==> src/rtl/pipe_hazard_ctrl.sv <==
// Stall/flush sequencer for the 5-stage RV32 pipeline: load-use, redirects, JAL and MEM-stage waits.
// It also keeps saturating stall/flush statistics and a sticky memory-timeout flag.
//
// state      | meaning
// -----------+----------------------------------------------------------
// S_RUN      | normal flow; a MEM access that is not ready enters S_MEM_WAIT
// S_MEM_WAIT | whole pipe frozen until mem_ready_i; timeout timer running
module pipe_hazard_ctrl #(
    parameter int CNT_W       = 16,
    parameter int MEM_TIMEOUT = 64
) (
    input  logic             cpu_clk_i,
    input  logic             cpu_rst_i,
    input  logic [4:0]       id_rs1_i,
    input  logic [4:0]       id_rs2_i,
    input  logic             id_rs1_used_i,
    input  logic             id_rs2_used_i,
    input  logic             id_jal_i,
    input  logic [4:0]       ex_rd_i,
    input  logic             ex_mem_read_i,
    input  logic             ex_br_taken_i,
    input  logic             mem_req_i,
    input  logic             mem_ready_i,
    output logic             stall_f_o,
    output logic             stall_d_o,
    output logic             stall_e_o,
    output logic             stall_m_o,
    output logic             flush_d_o,
    output logic             flush_e_o,
    output logic             flush_w_o,
    output logic [CNT_W-1:0] stall_cnt_o,
    output logic [CNT_W-1:0] flush_cnt_o,
    output logic             mem_timeout_o
);

    localparam int TMR_W = $clog2(MEM_TIMEOUT + 1);

    typedef enum logic {
        S_RUN      = 1'b0,
        S_MEM_WAIT = 1'b1
    } state_e;

    state_e             state_q, state_d;
    logic [TMR_W-1:0]   tmr_q, tmr_d;
    logic               mem_timeout_q, mem_timeout_d;
    logic [CNT_W-1:0]   stall_cnt_q, stall_cnt_d;
    logic [CNT_W-1:0]   flush_cnt_q, flush_cnt_d;
    logic               mem_hold;
    logic               load_use;

    always_comb begin
        mem_hold = (state_q == S_RUN) ? (mem_req_i & ~mem_ready_i) : ~mem_ready_i;
    end

    // x0 is hard-wired zero, so a load into it never creates a dependency
    always_comb begin
        load_use = ex_mem_read_i && (ex_rd_i != 5'd0) &&
                   ((id_rs1_used_i && (id_rs1_i == ex_rd_i)) ||
                    (id_rs2_used_i && (id_rs2_i == ex_rd_i)));
    end

    always_ff @(posedge cpu_clk_i) begin
        if (cpu_rst_i) begin
            state_q <= S_RUN;
        end else begin
            state_q <= state_d;
        end
    end

    always_comb begin
        state_d = state_q;
        case (state_q)
            S_RUN:      if (mem_hold)    state_d = S_MEM_WAIT;
            S_MEM_WAIT: if (mem_ready_i) state_d = S_RUN;
            default:                     state_d = S_RUN;
        endcase
    end

    // A redirect held behind a MEM wait stays visible on ex_br_taken_i because
    // ID-EX is frozen, so it naturally fires in the release cycle.
    always_comb begin
        stall_f_o = 1'b0;
        stall_d_o = 1'b0;
        stall_e_o = 1'b0;
        stall_m_o = 1'b0;
        flush_d_o = 1'b0;
        flush_e_o = 1'b0;
        flush_w_o = 1'b0;
        if (cpu_rst_i) begin
            flush_d_o = 1'b1;
            flush_e_o = 1'b1;
            flush_w_o = 1'b1;
        end else if (mem_hold) begin
            stall_f_o = 1'b1;
            stall_d_o = 1'b1;
            stall_e_o = 1'b1;
            stall_m_o = 1'b1;
            flush_w_o = 1'b1;
        end else if (ex_br_taken_i) begin
            flush_d_o = 1'b1;
            flush_e_o = 1'b1;
        end else if (load_use) begin
            stall_f_o = 1'b1;
            stall_d_o = 1'b1;
            flush_e_o = 1'b1;
        end else if (id_jal_i) begin
            flush_d_o = 1'b1;
        end
    end

    // Timeout timer counts down from MEM_TIMEOUT; the flag fires on the step to zero.
    always_comb begin
        tmr_d         = tmr_q;
        mem_timeout_d = mem_timeout_q;
        if (state_q == S_RUN) begin
            if (state_d == S_MEM_WAIT) begin
                tmr_d = TMR_W'(MEM_TIMEOUT);
            end
        end else if (tmr_q != '0) begin
            tmr_d = tmr_q - TMR_W'(1);
            if (tmr_q == TMR_W'(1)) begin
                mem_timeout_d = 1'b1;
            end
        end
    end

    always_comb begin
        stall_cnt_d = stall_cnt_q;
        flush_cnt_d = flush_cnt_q;
        if (stall_f_o && (stall_cnt_q != '1)) begin
            stall_cnt_d = stall_cnt_q + CNT_W'(1);
        end
        if (flush_d_o && (flush_cnt_q != '1)) begin
            flush_cnt_d = flush_cnt_q + CNT_W'(1);
        end
    end

    always_ff @(posedge cpu_clk_i) begin
        if (cpu_rst_i) begin
            tmr_q         <= '0;
            mem_timeout_q <= 1'b0;
            stall_cnt_q   <= '0;
            flush_cnt_q   <= '0;
        end else begin
            tmr_q         <= tmr_d;
            mem_timeout_q <= mem_timeout_d;
            stall_cnt_q   <= stall_cnt_d;
            flush_cnt_q   <= flush_cnt_d;
        end
    end

    assign stall_cnt_o   = stall_cnt_q;
    assign flush_cnt_o   = flush_cnt_q;
    assign mem_timeout_o = mem_timeout_q;

endmodule
==> config.mk <==
export PLATFORM = sky130hd
export DESIGN_NAME = pipe_hazard_ctrl
export DESIGN_NICKNAME = d
export VERILOG_FILES = /design/src/rtl/pipe_hazard_ctrl.sv
export SDC_FILE = /design/constraint.sdc
export NUM_CORES = 1
export LEC_CHECK = 0
export ABC_CLOCK_PERIOD_IN_PS = 2750
export BUFFER_PORTS_ARGS = -buffer_cell sky130_fd_sc_hd__clkbuf_2
export CAP_MARGIN = 25
export CORE_MARGIN = 10
export CORE_UTILIZATION = 30
export CTS_CLUSTER_DIAMETER = 60
export DETAILED_ROUTE_END_ITERATION = 8
export GPL_TIMING_DRIVEN = 0
export PLACE_DENSITY = 0.49
export SLEW_MARGIN = 20
export SYNTH_ARGS = -nofsm -noshare
export SYNTH_HDL_FRONTEND = slang
export SYNTH_SLANG_ARGS = --single-unit
==> constraint.sdc <==
create_clock -name cpu_clk_i -period 2.75 [get_ports cpu_clk_i]
set_input_delay 0.275 -clock cpu_clk_i [delete_from_list [all_inputs] [get_ports cpu_clk_i]]
set_output_delay 0.275 -clock cpu_clk_i [all_outputs]
set_load 0.01 [all_outputs]
# --- Word level (Yosys, flattened, before mapping) ---
# Cells that the tools add are included.
word_totals:
  ff_bits: 41
  latch_bits: 0
  ramBits: 0
  rom_bits: 0
  inputBits: 24
  output_inout_bits: 40
  n_memories: 0
op_classes:
  add_sub_neg: 3
  mul: 0
  div: 0
  order_cmp: 0
  eq_ne: 6
  shifts: 0
  mux: 21
  bitwise: 3
  reduce_logical: 12
op_table:
  columns: ["operator", "n"]
  rows:
  - ["$add A16 B1 Y16 const B", 2]
  - ["$ne A16 B16 Y1 const B", 2]
  - ["$mux W7", 3]
  - ["$mux W1", 17]
  - ["$eq A5 B5 Y1", 2]
  - ["$eq A7 B1 Y1 const B", 1]
  - ["$reduce_bool A7 Y1", 1]
  - ["$sub A7 B1 Y7 const B", 1]
  - ["$logic_and A1 B1 Y1", 6]
  - ["$reduce_bool A5 Y1", 1]
  - ["$reduce_and A3 Y1", 1]
  - ["$ne A2 B1 Y1 const B", 1]
  - ["$not A1 Y1", 2]
  - ["$pmux W1 S2", 1]
  - ["$reduce_and A2 Y1", 1]
  - ["$reduce_bool A2 Y1", 1]
  - ["$and A1 B1 Y1", 1]
  - ["$logic_or A1 B1 Y1", 1]

# --- Depth between registers and ports, before layout ---
# Gate-level depths: netlist of the first run.
depth:
  word_depth: 9
  mapped_depth: 8

# --- Least setup slack after synthesis of the first run ---
# No wires, ideal clock.
synth_path:
  path_kind: "flip-flop to flip-flop"
  from: "register tmr_q[0]"
  to: "register tmr_q[3]"
  arrival_ns: 1.944
  required_time_ns: 2.685
  setup_slack_ns: 0.741
  stages_incl_launch_ff: 9
  synth_period_minus_slack_ns: 2.009
  cell_sequence: "dfxtp_1 inv_1 ha_1 or3b_1 o41ai_2 or3_1 nor2_1 mux2_1 nor2_1"
synth_between:
  elab_chain_len: 3
  elab_cells_between_ends: 6
  cone_classes: "1 x add/sub; 1 x eq/ne; 2 x mux; 2 x reduce/logical"
synth_lines:
  columns: ["element", "line_no", "text"]
  rows:
  - ["from (decl)", "44", "logic [TMR_W-1:0] tmr_q, tmr_d;"]
  - ["from (signal assigned)", "145", "tmr_q <= tmr_d;"]
  - ["$sub A7 B1 Y7 or $reduce_bool A7 Y1 (tied branches)", "120, 119", null]
  - ["$mux W7 or $ne A2 B1 Y1 (tied branches)", null, null]
  - ["$mux W7 or $reduce_and A2 Y1 (tied branches)", null, null]
# Parallel ways exist; a longest one is shown, timed or not. The select of a mux whose other input is x is not followed.
# A chain may end at the register's enable or synchronous reset.

# --- Worst setup path after layout of the first run ---
# Ends and elaborated chain as after synthesis.

==> results of run 1 <==
==> cell usage after synthesis (5+ instances only) <==
| library cell | n | area share |
|---|---|---|
| clkbuf_1 | 5 | 0.0083 |
| a21oi_1 | 27 | 0.060 |
| nand3_1 | 15 | 0.033 |
| nor2_1 | 22 | 0.037 |
| buf_2 | 5 | 0.011 |
| or4_1 | 20 | 0.066 |
| xnor2_1 | 5 | 0.019 |
| o31ai_1 | 19 | 0.063 |
| and3_1 | 6 | 0.017 |
| xor2_1 | 9 | 0.035 |
| dfxtp_1 | 41 | 0.36 |
| nand2_1 | 18 | 0.030 |
| inv_1 | 10 | 0.017 |
| or3_1 | 5 | 0.014 |
| nand4_1 | 5 | 0.014 |
==> area by class of cell <==
type / count / area [µm²] / share of cell area
plain buffers: 16 / 118 / 0.0418
clock buffers: 6 / 82.6 / 0.0293
clock inverters: 2 / 37.5 / 0.0133
inverters: 11 / 41.3 / 0.0147
multi-input cells: 201 / 1280 / 0.455
flip-flops and latches: 41 / 821 / 0.292
well taps: 99 / 124 / 0.0440
repair buffers: 62 / 310 / 0.110
==> cell families after synthesis <==
group | Yosys count
adders and majority gates | 4
DFF | 41
and+or+nand+nor | 112
muxes | 5
xor gates and xnor gates | 14
AOI/OAI and AO/OA | 66
buffers and inverters | 27
==> sequential cells by signal, indices dropped and copies added, names as in the netlist <==
signal         cells
mem_timeout_o      1
tmr_q              7
stall_cnt_o       16
state_q            1
flush_cnt_o       16
==> report_power, final <==
| part | switching (µW) | leakage (µW) | internal (µW) |
|---|---|---|---|
| sequential | 14.5 | 0.000331 | 606 |
| clock | 225 | 0.0000574 | 296 |
| combinational | 88.3 | 0.000718 | 67.1 |
| total | 328 | 0.00111 | 968 |
==> worst min-delay path: cells and delay by family <==
kind	cells	cell delay, ns
AO/OA/AOI/OAI	1	0.08
buffers and inverters	1	0.11
AND/OR/NAND/NOR	1	0.14
==> worst max-delay path by stage <==
stage	from	endpoint	slack, ns	cells after the start
after global placement	tmr_q[0]$_SDFFE_PP0P_	tmr_q[3]$_SDFFE_PP0P_	0.49	8
after CTS	tmr_q[0]$_SDFFE_PP0P_	tmr_q[3]$_SDFFE_PP0P_	0.49	8
after detailed placement	ex_rd_i[3]	flush_cnt_o[1]$_SDFFE_PP0P_	0.49	9
after floorplan	tmr_q[0]$_SDFFE_PP0P_	tmr_q[3]$_SDFFE_PP0P_	0.74	8
after global routing	tmr_q[0]$_SDFFE_PP0P_	tmr_q[3]$_SDFFE_PP0P_	0.29	8
final	tmr_q[0]$_SDFFE_PP0P_	tmr_q[3]$_SDFFE_PP0P_	0.50	8
==> metal layers <==
metal | routed length, µm | GRT usage | share of wire
met1 | 3130 | 0.148 | 0.47
met2 | 3090 | 0.186 | 0.46
met3 | 441 | 0.0371 | 0.066
met4 | 26 | 0.0300 | 0.0039
met5 | 0 | 0 | 0
==> through the flow <==
stage | hold WS [ns] | power (µW) | worst slack, ns | util
finish | 0.368 | 1300 | 0.503 | 0.386
detailed placement | 0.464 | 792 | 0.491 | 0.369
global route | 0.386 | 1360 | 0.292 | 0.386
global placement | 0.457 | 792 | 0.490 | 0.369
floorplan | 0.469 | 730 | 0.741 | -
CTS | 0.359 | 1320 | 0.488 | 0.386
==> impl_metrics.env, run 1 <==
export IMPL_yosysSeqAreaShare=0.363
export IMPL_yosys_mux_area_fraction=0.0233
export IMPL_ios=64
export IMPL_final_nets=366
export IMPL_cp_num_buf_inv=1
export IMPL_ir_drop_v=0.000241
export IMPL_synth_fa_ha_area_frac=0.0221
export IMPL_place_area_um2=2690
export IMPL_ctsResizeCount=0
export IMPL_fin_crit_ns=2.25
export IMPL_cts_buffer_depth=2
export IMPL_worstPathRequired_ns=2.98
export IMPL_worstHoldStart="mem_req_i"
export IMPL_r2r_end="tmr_q[3]$_SDFFE_PP0P_"
export IMPL_cp_top_family="simple AND/OR/NAND/NOR gates"
export IMPL_die_width_um=107
export IMPL_cts_sinks=41
export IMPL_cp_start_kind="flop"
export IMPL_final_cells=438
export IMPL_ys_warn_count=0
export IMPL_finalWeightedCongestion=0.754
export IMPL_layout_commonest_cell="clkbuf_2"
export IMPL_grt_usage=0.116
export IMPL_finalSetupTns_ns=0
export IMPL_dp_hpwl_um=4950
export IMPL_grt_pass1_wl_um=11200
export IMPL_finalHoldViolations=0
export IMPL_cpMaxStageDelayCell="o41ai_2"
export IMPL_initial_core_util=0.310
export IMPL_drive_above_1_share=0.263
export IMPL_whs_endpoint="tmr_q[6]$_SDFFE_PP0P_"
export IMPL_worstPathArrival_ns=2.47
export IMPL_fillerInstances=816
export IMPL_avgSynthCellArea_um2=8.40
export IMPL_post_route_period_util=0.817
export IMPL_core_area_um2=7290
export IMPL_h_tree_depth=2
export IMPL_clock_skew_ns=0.00819
export IMPL_vias_per_cell=5.17
export IMPL_synth_top_family_by_area="simple AND/OR/NAND/NOR gates"
export IMPL_root_buffer="clkbuf_8"
export IMPL_cts_buffers=5
export IMPL_synth_edff_count=0
export IMPL_placed_cells=430
export IMPL_design_area_um2=2810
export IMPL_power_density_nw_per_um2=461
export IMPL_max_freq_mhz=445
export IMPL_ant_nets=0
export IMPL_ys_flop_type="dfxtp_1"
export IMPL_setup_violations=0
export IMPL_grt_overflow=0
export IMPL_worstMarginPinSlew_ns=0.650
export IMPL_synthCells=269
export IMPL_hold_path_class="input pin to flop"
export IMPL_drc=0
export IMPL_slew_headroom=0.562
export IMPL_synth_compound_area_share=0.189
export IMPL_grt_max_degree=14
export IMPL_reg2reg_depth=8
export IMPL_totalWireLength_um=6680
export IMPL_dr_pass1_iters=4
export IMPL_ys_ff_latch=41
export IMPL_yosys_area_share_simple=0.277
export IMPL_first_iter_violations=85
export IMPL_synthXorXnorAreaFrac=0.0543
export IMPL_max_stage_delay_ns=0.55
export IMPL_layout_common_cells="clkbuf_2 (62), dfxtp_1 (41), a21oi_1 (27), nor2_1 (22), or4_1 (20)"
export IMPL_path_common_cell="nor2_1"
export IMPL_post_cts_buffers=0
export IMPL_p_leak_uw=0.00111
export IMPL_path_class="flop to flop"
export IMPL_num_antenna_cells=0
export IMPL_rsz0062_at_grt="false"
export IMPL_antenna_found_initial=0
export IMPL_path_max_fanout=8
export IMPL_status="finished, final reports clean"
export IMPL_maxCapViolations=0
export IMPL_vias=2265
export IMPL_portBuffers=62
export IMPL_die_area_um2=11400
export IMPL_slew_viol_final=0
export IMPL_wire_per_inst_um=15.3
export IMPL_clock_latency_ns=0.29
export IMPL_rows=31
export IMPL_tritoncts="done"
export IMPL_critPathCaptureType="flop"
export IMPL_r2r_setup_slack_ns=0.50
export IMPL_reg2reg_from="tmr_q[0]$_SDFFE_PP0P_"
export IMPL_synth_area_um2=2260
export IMPL_synth_nets=297
export IMPL_path_cells="inv_1, ha_1, or3b_1, o41ai_2, or3_1, nor2_1, mux2_1, nor2_1"
export IMPL_ys_types=48
export IMPL_clk_pin_slew_ns=0.08
export IMPL_dieHeight_um=107
export IMPL_area_growth_pct=24.5
export IMPL_holdBufCountCts=0
export IMPL_grt_pass1_vias=2284
export IMPL_worstHoldPathCells=3
export IMPL_postSynth_asyncResetShare=0
(Power assumes the default switching activity.)
==> run 2: changes to the inputs <==
--- a/config.mk
+++ b/config.mk
@@ -5,7 +5,7 @@
 export SDC_FILE = /design/constraint.sdc
 export NUM_CORES = 1
 export LEC_CHECK = 0
-export ABC_CLOCK_PERIOD_IN_PS = 2750
+export ABC_CLOCK_PERIOD_IN_PS = 2100
 export BUFFER_PORTS_ARGS = -buffer_cell sky130_fd_sc_hd__clkbuf_2
 export CAP_MARGIN = 25
 export CORE_MARGIN = 10
==> constraint.sdc (replaced) <==
create_clock -name cpu_clk_i -period 2.1 [get_ports cpu_clk_i]
set_input_delay 0.21 -clock cpu_clk_i [delete_from_list [all_inputs] [get_ports cpu_clk_i]]
set_output_delay 0.21 -clock cpu_clk_i [all_outputs]
set_load 0.01 [all_outputs]
==> run 2 against run 1 <==
Count of clock-buffer cells in the layout unchanged; register-to-register slack worse by 0.45 ns; sequential cell count did not move; worst setup slack worse by 0.45 ns; core utilization up 1.5 points; hold slack lost 0.12 ns; combinational power rose by 45%; clock power increased by 31%; routed wire length is 0.76% higher; global-route usage barely moved; critical endpoint unchanged.
==> impl_metrics.env, run 2 (synthesis results as in run 1) <==
export IMPL_num_antenna_cells=0
export IMPL_cts_buffer_depth=2
export IMPL_rows=31
export IMPL_core_area_um2=7290
export IMPL_grt_max_degree=15
export IMPL_setup_violations=0
export IMPL_cp_num_buf_inv=1
export IMPL_clock_latency_ns=0.29
export IMPL_antenna_found_initial=0
export IMPL_die_area_um2=11400
export IMPL_cp_start_kind="flop"
export IMPL_power_density_nw_per_um2=588
export IMPL_portBuffers=62
export IMPL_grt_pass1_wl_um=11200
export IMPL_max_stage_delay_ns=0.41
export IMPL_root_buffer="clkbuf_8"
export IMPL_ir_drop_v=0.000316
export IMPL_worstMarginPinSlew_ns=0.546
export IMPL_totalWireLength_um=6730
export IMPL_clk_pin_slew_ns=0.09
export IMPL_total_power_uw=1720
export IMPL_dr_pass1_iters=5
export IMPL_dieHeight_um=107
export IMPL_final_nets=370
export IMPL_dp_hpwl_um=4950
export IMPL_ios=64
export IMPL_die_width_um=107
export IMPL_path_common_cell="nor2_1"
export IMPL_tritoncts="done"
export IMPL_path_max_fanout=4
export IMPL_wire_per_inst_um=15.2
export IMPL_critPathCaptureType="flop"
export IMPL_vias_per_cell=5.16
export IMPL_cpMaxStageDelayCell="or3b_4"
export IMPL_layout_common_cells="clkbuf_2 (62), dfxtp_1 (36), a21oi_1 (27), nor2_1 (21), or4_1 (20)"
export IMPL_hold_path_class="input pin to flop"
export IMPL_final_core_util=0.401
export IMPL_finalWorstSetupSlack_ns=0.0510
export IMPL_worst_hold_slack_ns=0.251
export IMPL_slew_viol_final=0
export IMPL_dp_slack_ns=-0.119
export IMPL_slew_headroom=0.636
export IMPL_layout_commonest_cell="clkbuf_2"
export IMPL_clock_skew_ns=0.00798
export IMPL_cts_buffers=5
export IMPL_initial_core_util=0.310
export IMPL_drc=0
export IMPL_grt_usage=0.116
export IMPL_rsz0062_at_grt="true"
export IMPL_cts_sinks=41
export IMPL_finalHoldViolations=0
export IMPL_path_cells="inv_1, ha_1, or3b_4, o41ai_4, or3_4, nor2_1, mux2_1, nor2_1"
export IMPL_path_class="flop to flop"
export IMPL_post_route_period_util=0.976
export IMPL_grt_pass1_vias=2277
export IMPL_finalSetupTns_ns=0
export IMPL_grt_overflow=0
export IMPL_cp_top_family="simple AND/OR/NAND/NOR gates"
export IMPL_worstPathArrival_ns=2.28
export IMPL_max_freq_mhz=488
export IMPL_fin_crit_ns=2.05
export IMPL_first_iter_violations=87
export IMPL_status="finished, final reports clean"
export IMPL_drive_above_1_share=0.315
export IMPL_p_leak_uw=0.00114
export IMPL_h_tree_depth=2
export IMPL_maxCapViolations=0
export IMPL_finalWeightedCongestion=0.754
export IMPL_holdBufCountCts=0
export IMPL_area_growth_pct=29.5
export IMPL_vias=2280
export IMPL_ant_nets=0
export IMPL_worstPathRequired_ns=2.33
## run 2: per-layer routing
layer | global-route usage | routed length, µm | share of wire | up-vias
met2 | 0.183 | 3160 | 0.47 | 49
met5 | 0 | 0 | 0 | -
met4 | 0.0329 | 58 | 0.0086 | 0
met1 | 0.147 | 3150 | 0.47 | 1076
met3 | 0.0371 | 364 | 0.054 | 6
li1 | - | - | - | 1149
## run 2: worst reg2reg max path: cells and delay by family (launching register included)
| family | cells | cell delay (ns) |
|---|---|---|
| AND/OR/NAND/NOR | 4 | 0.73 |
| AO/OA/AOI/OAI | 1 | 0.38 |
| flip-flops | 1 | 0.34 |
| multiplexers | 1 | 0.30 |
| adder cells (fa/ha/maj) | 1 | 0.16 |
| buffers and inverters | 1 | 0.07 |
## run 2: final timing paths
check                                  start  depth (start not counted)  slack (ns)                          to
hold reg to reg   mem_timeout_o$_SDFFE_PP0P_                          2        0.48  mem_timeout_o$_SDFFE_PP0P_
setup / recovery       tmr_q[0]$_SDFFE_PP0P_                          8        0.05       tmr_q[3]$_SDFFE_PP0P_
hold / removal                   mem_ready_i                          3        0.25          state_q$_SDFF_PP0_
setup reg to reg       tmr_q[0]$_SDFFE_PP0P_                          8        0.05       tmr_q[3]$_SDFFE_PP0P_
## run 2: what timing repair did
| item | 4_1_cts | 5_1_grt |
|---|---|---|
| setup endpoints to repair | 20 | 8 |
| pin swaps | 0 | 3 |
| gates resized for setup | 7 | 15 |
| buffers inserted | 0 | 6 |
## run 2: through the flow
step,cells,instance area [µm²]
CTS,436,2830
detailed placement,430,2690
floorplan,269,2260
global placement,430,2690
global route,442,2930
finish,442,2930
## run 2: power breakdown
group,switching [µW],total [µW],internal (µW),leakage (µW)
combinational,121,225,105,0.000748
sequential,21.7,816,794,0.000334
clock,293,680,387,0.0000574
## run 2: final cells by class
class / count / area, µm²
clock buffer: 6 / 82.6
multi-input combinational: 201 / 1340
buffer: 14 / 116
fill: 807 / 4370
timing repair buffer: 68 / 355
clock inverter: 2 / 37.5
inverter: 11 / 41.3
tap: 99 / 124
sequential: 41 / 827
==> run 3: changes to the inputs <==
--- a/config.mk
+++ b/config.mk
@@ -13,7 +13,7 @@
 export CTS_CLUSTER_DIAMETER = 60
 export DETAILED_ROUTE_END_ITERATION = 8
 export GPL_TIMING_DRIVEN = 0
-export PLACE_DENSITY = 0.49
+export PLACE_DENSITY = 0.48
 export SLEW_MARGIN = 20
 export SYNTH_ARGS = -nofsm -noshare
 export SYNTH_HDL_FRONTEND = slang
==> run 3 against run 2 <==
Non-clock buffer count decreased by 2; final cell count decreased by 0.45%; design area decreased by 1.4%; core utilization decreased by 0.57 points; die area unchanged.
==> impl_metrics.env, run 3 (synthesis results as in run 1) <==
export IMPL_status="finished, final reports clean"
export IMPL_die_area_um2=11400
export IMPL_grt_pass1_wl_um=11200
export IMPL_holdBufCountCts=0
export IMPL_ios=64
export IMPL_grt_max_degree=15
export IMPL_cts_buffer_depth=2
export IMPL_p_leak_uw=0.00112
export IMPL_h_tree_depth=2
export IMPL_finalHoldViolations=0
export IMPL_finalWeightedCongestion=0.795
export IMPL_path_class="flop to flop"
export IMPL_cts_sinks=41
export IMPL_portBuffers=62
export IMPL_layout_common_cells="clkbuf_2 (62), dfxtp_1 (37), a21oi_1 (26), or4_1 (20), nor2_1 (20)"
export IMPL_tritoncts="done"
export IMPL_rsz0062_at_grt="false"
export IMPL_final_nets=368
export IMPL_finalWorstSetupSlack_ns=0.116
export IMPL_dp_hpwl_um=4920
export IMPL_worstPathRequired_ns=2.33
export IMPL_path_max_fanout=12
export IMPL_initial_core_util=0.310
export IMPL_total_power_uw=1550
export IMPL_layout_commonest_cell="clkbuf_2"
export IMPL_dr_pass1_iters=4
export IMPL_place_area_um2=2690
export IMPL_grt_pass1_vias=2226
export IMPL_dp_slack_ns=-0.178
export IMPL_hold_path_class="input pin to flop"
export IMPL_dieHeight_um=107
export IMPL_worstMarginPinSlew_ns=0.539
export IMPL_root_buffer="clkbuf_8"
export IMPL_die_width_um=107
export IMPL_slew_viol_final=0
export IMPL_num_antenna_cells=0
export IMPL_post_route_period_util=0.945
export IMPL_core_area_um2=7290
export IMPL_vias=2258
export IMPL_ir_drop_v=0.000201
export IMPL_first_iter_violations=109
export IMPL_wire_per_inst_um=14.9
export IMPL_drc=0
export IMPL_slew_headroom=0.641
export IMPL_final_cells=440
export IMPL_max_freq_mhz=504
export IMPL_grt_usage=0.118
export IMPL_fin_crit_ns=1.98
export IMPL_maxCapViolations=0
export IMPL_vias_per_cell=5.13
export IMPL_totalWireLength_um=6580
export IMPL_critPathCaptureType="flop"
export IMPL_clock_skew_ns=0.00652
export IMPL_clk_pin_slew_ns=0.08
export IMPL_design_area_um2=2880
export IMPL_rows=31
export IMPL_worstPathArrival_ns=2.21
export IMPL_placed_cells=430
export IMPL_cts_buffers=5
export IMPL_grt_overflow=0
export IMPL_ant_nets=0
export IMPL_setup_violations=0
export IMPL_drive_above_1_share=0.314
export IMPL_clock_latency_ns=0.30
export IMPL_cp_start_kind="flop"
export IMPL_antenna_found_initial=0
export IMPL_power_density_nw_per_um2=538
export IMPL_area_growth_pct=27.6
==> run 3: cell types whose count changed in the layout (fill, tap and decap cells not counted), sizes merged <==
cell,change
clkbuf,+1
buf,-3
clkinv,+2
clkinvlp,-1
bufinv,-1
==> run 3: final timing paths <==
path                                     from                           to  slack (ns)  cells after the start
hold reg to reg    mem_timeout_o$_SDFFE_PP0P_   mem_timeout_o$_SDFFE_PP0P_        0.48                      2
hold / removal                    mem_ready_i           state_q$_SDFF_PP0_        0.23                      3
setup reg to reg  stall_cnt_o[8]$_SDFFE_PP0P_  stall_cnt_o[7]$_SDFFE_PP0P_        0.12                      6
setup / recovery  stall_cnt_o[8]$_SDFFE_PP0P_  stall_cnt_o[7]$_SDFFE_PP0P_        0.12                      6
==> run 3: critical path: stages (launching register included) <==
cell and delay (ns):
dfxtp_1 0.35, and3_1 0.22, and3_1 0.21, and4_2 0.28, and4_4 0.24, or4_1 0.48
a21oi_1 0.14
==> run 3: what timing repair did <==
action / in CTS / in global routing
pin swaps: 1 / 5
endpoints found under the setup margin: 12 / 18
resized for setup: 5 / 20
endpoints found under the hold margin: 0 / 0
setup buffers: 1 / 3
==> run 3: through the flow <==
step	hold slack [ns]	TNS, ns	utilization
6_report	0.228	0	0.396
5_1_grt	0.250	0	0.396
4_1_cts	0.248	0	0.383
3_5_place_dp	0.466	-1.94	0.369
3_3_place_gp	0.453	-1.97	0.369
2_1_floorplan	0.413	0	-
==> run 3: cell type report <==
| class | instances | area (µm²) |
|---|---|---|
| Tap cell | 99 | 124 |
| Inverter | 11 | 41.3 |
| Clock inverter | 2 | 10.0 |
| Sequential cell | 41 | 826 |
| Timing Repair Buffer | 66 | 340 |
| Multi-Input combinational cell | 201 | 1350 |
| Clock buffer | 6 | 72.6 |
| Fill cell | 790 | 4410 |
| Buffer | 14 | 120 |
==> run 3: power by group <==
part,leakage [µW],switching (µW),internal [µW],total (µW)
clock,0.0000450,284,231,515
sequential,0.000333,23.3,794,818
combinational,0.000740,119,101,220
total,0.00112,427,1130,1550
==> run 3: metal layers <==
| metal | part of all wire | GRT usage | up-vias |
|---|---|---|---|
| li1 | - | - | 1141 |
| met4 | 0.016 | 0.0474 | 0 |
| met3 | 0.065 | 0.0371 | 6 |
| met2 | 0.45 | 0.181 | 56 |
| met5 | 0 | 0 | - |
| met1 | 0.46 | 0.148 | 1055 |
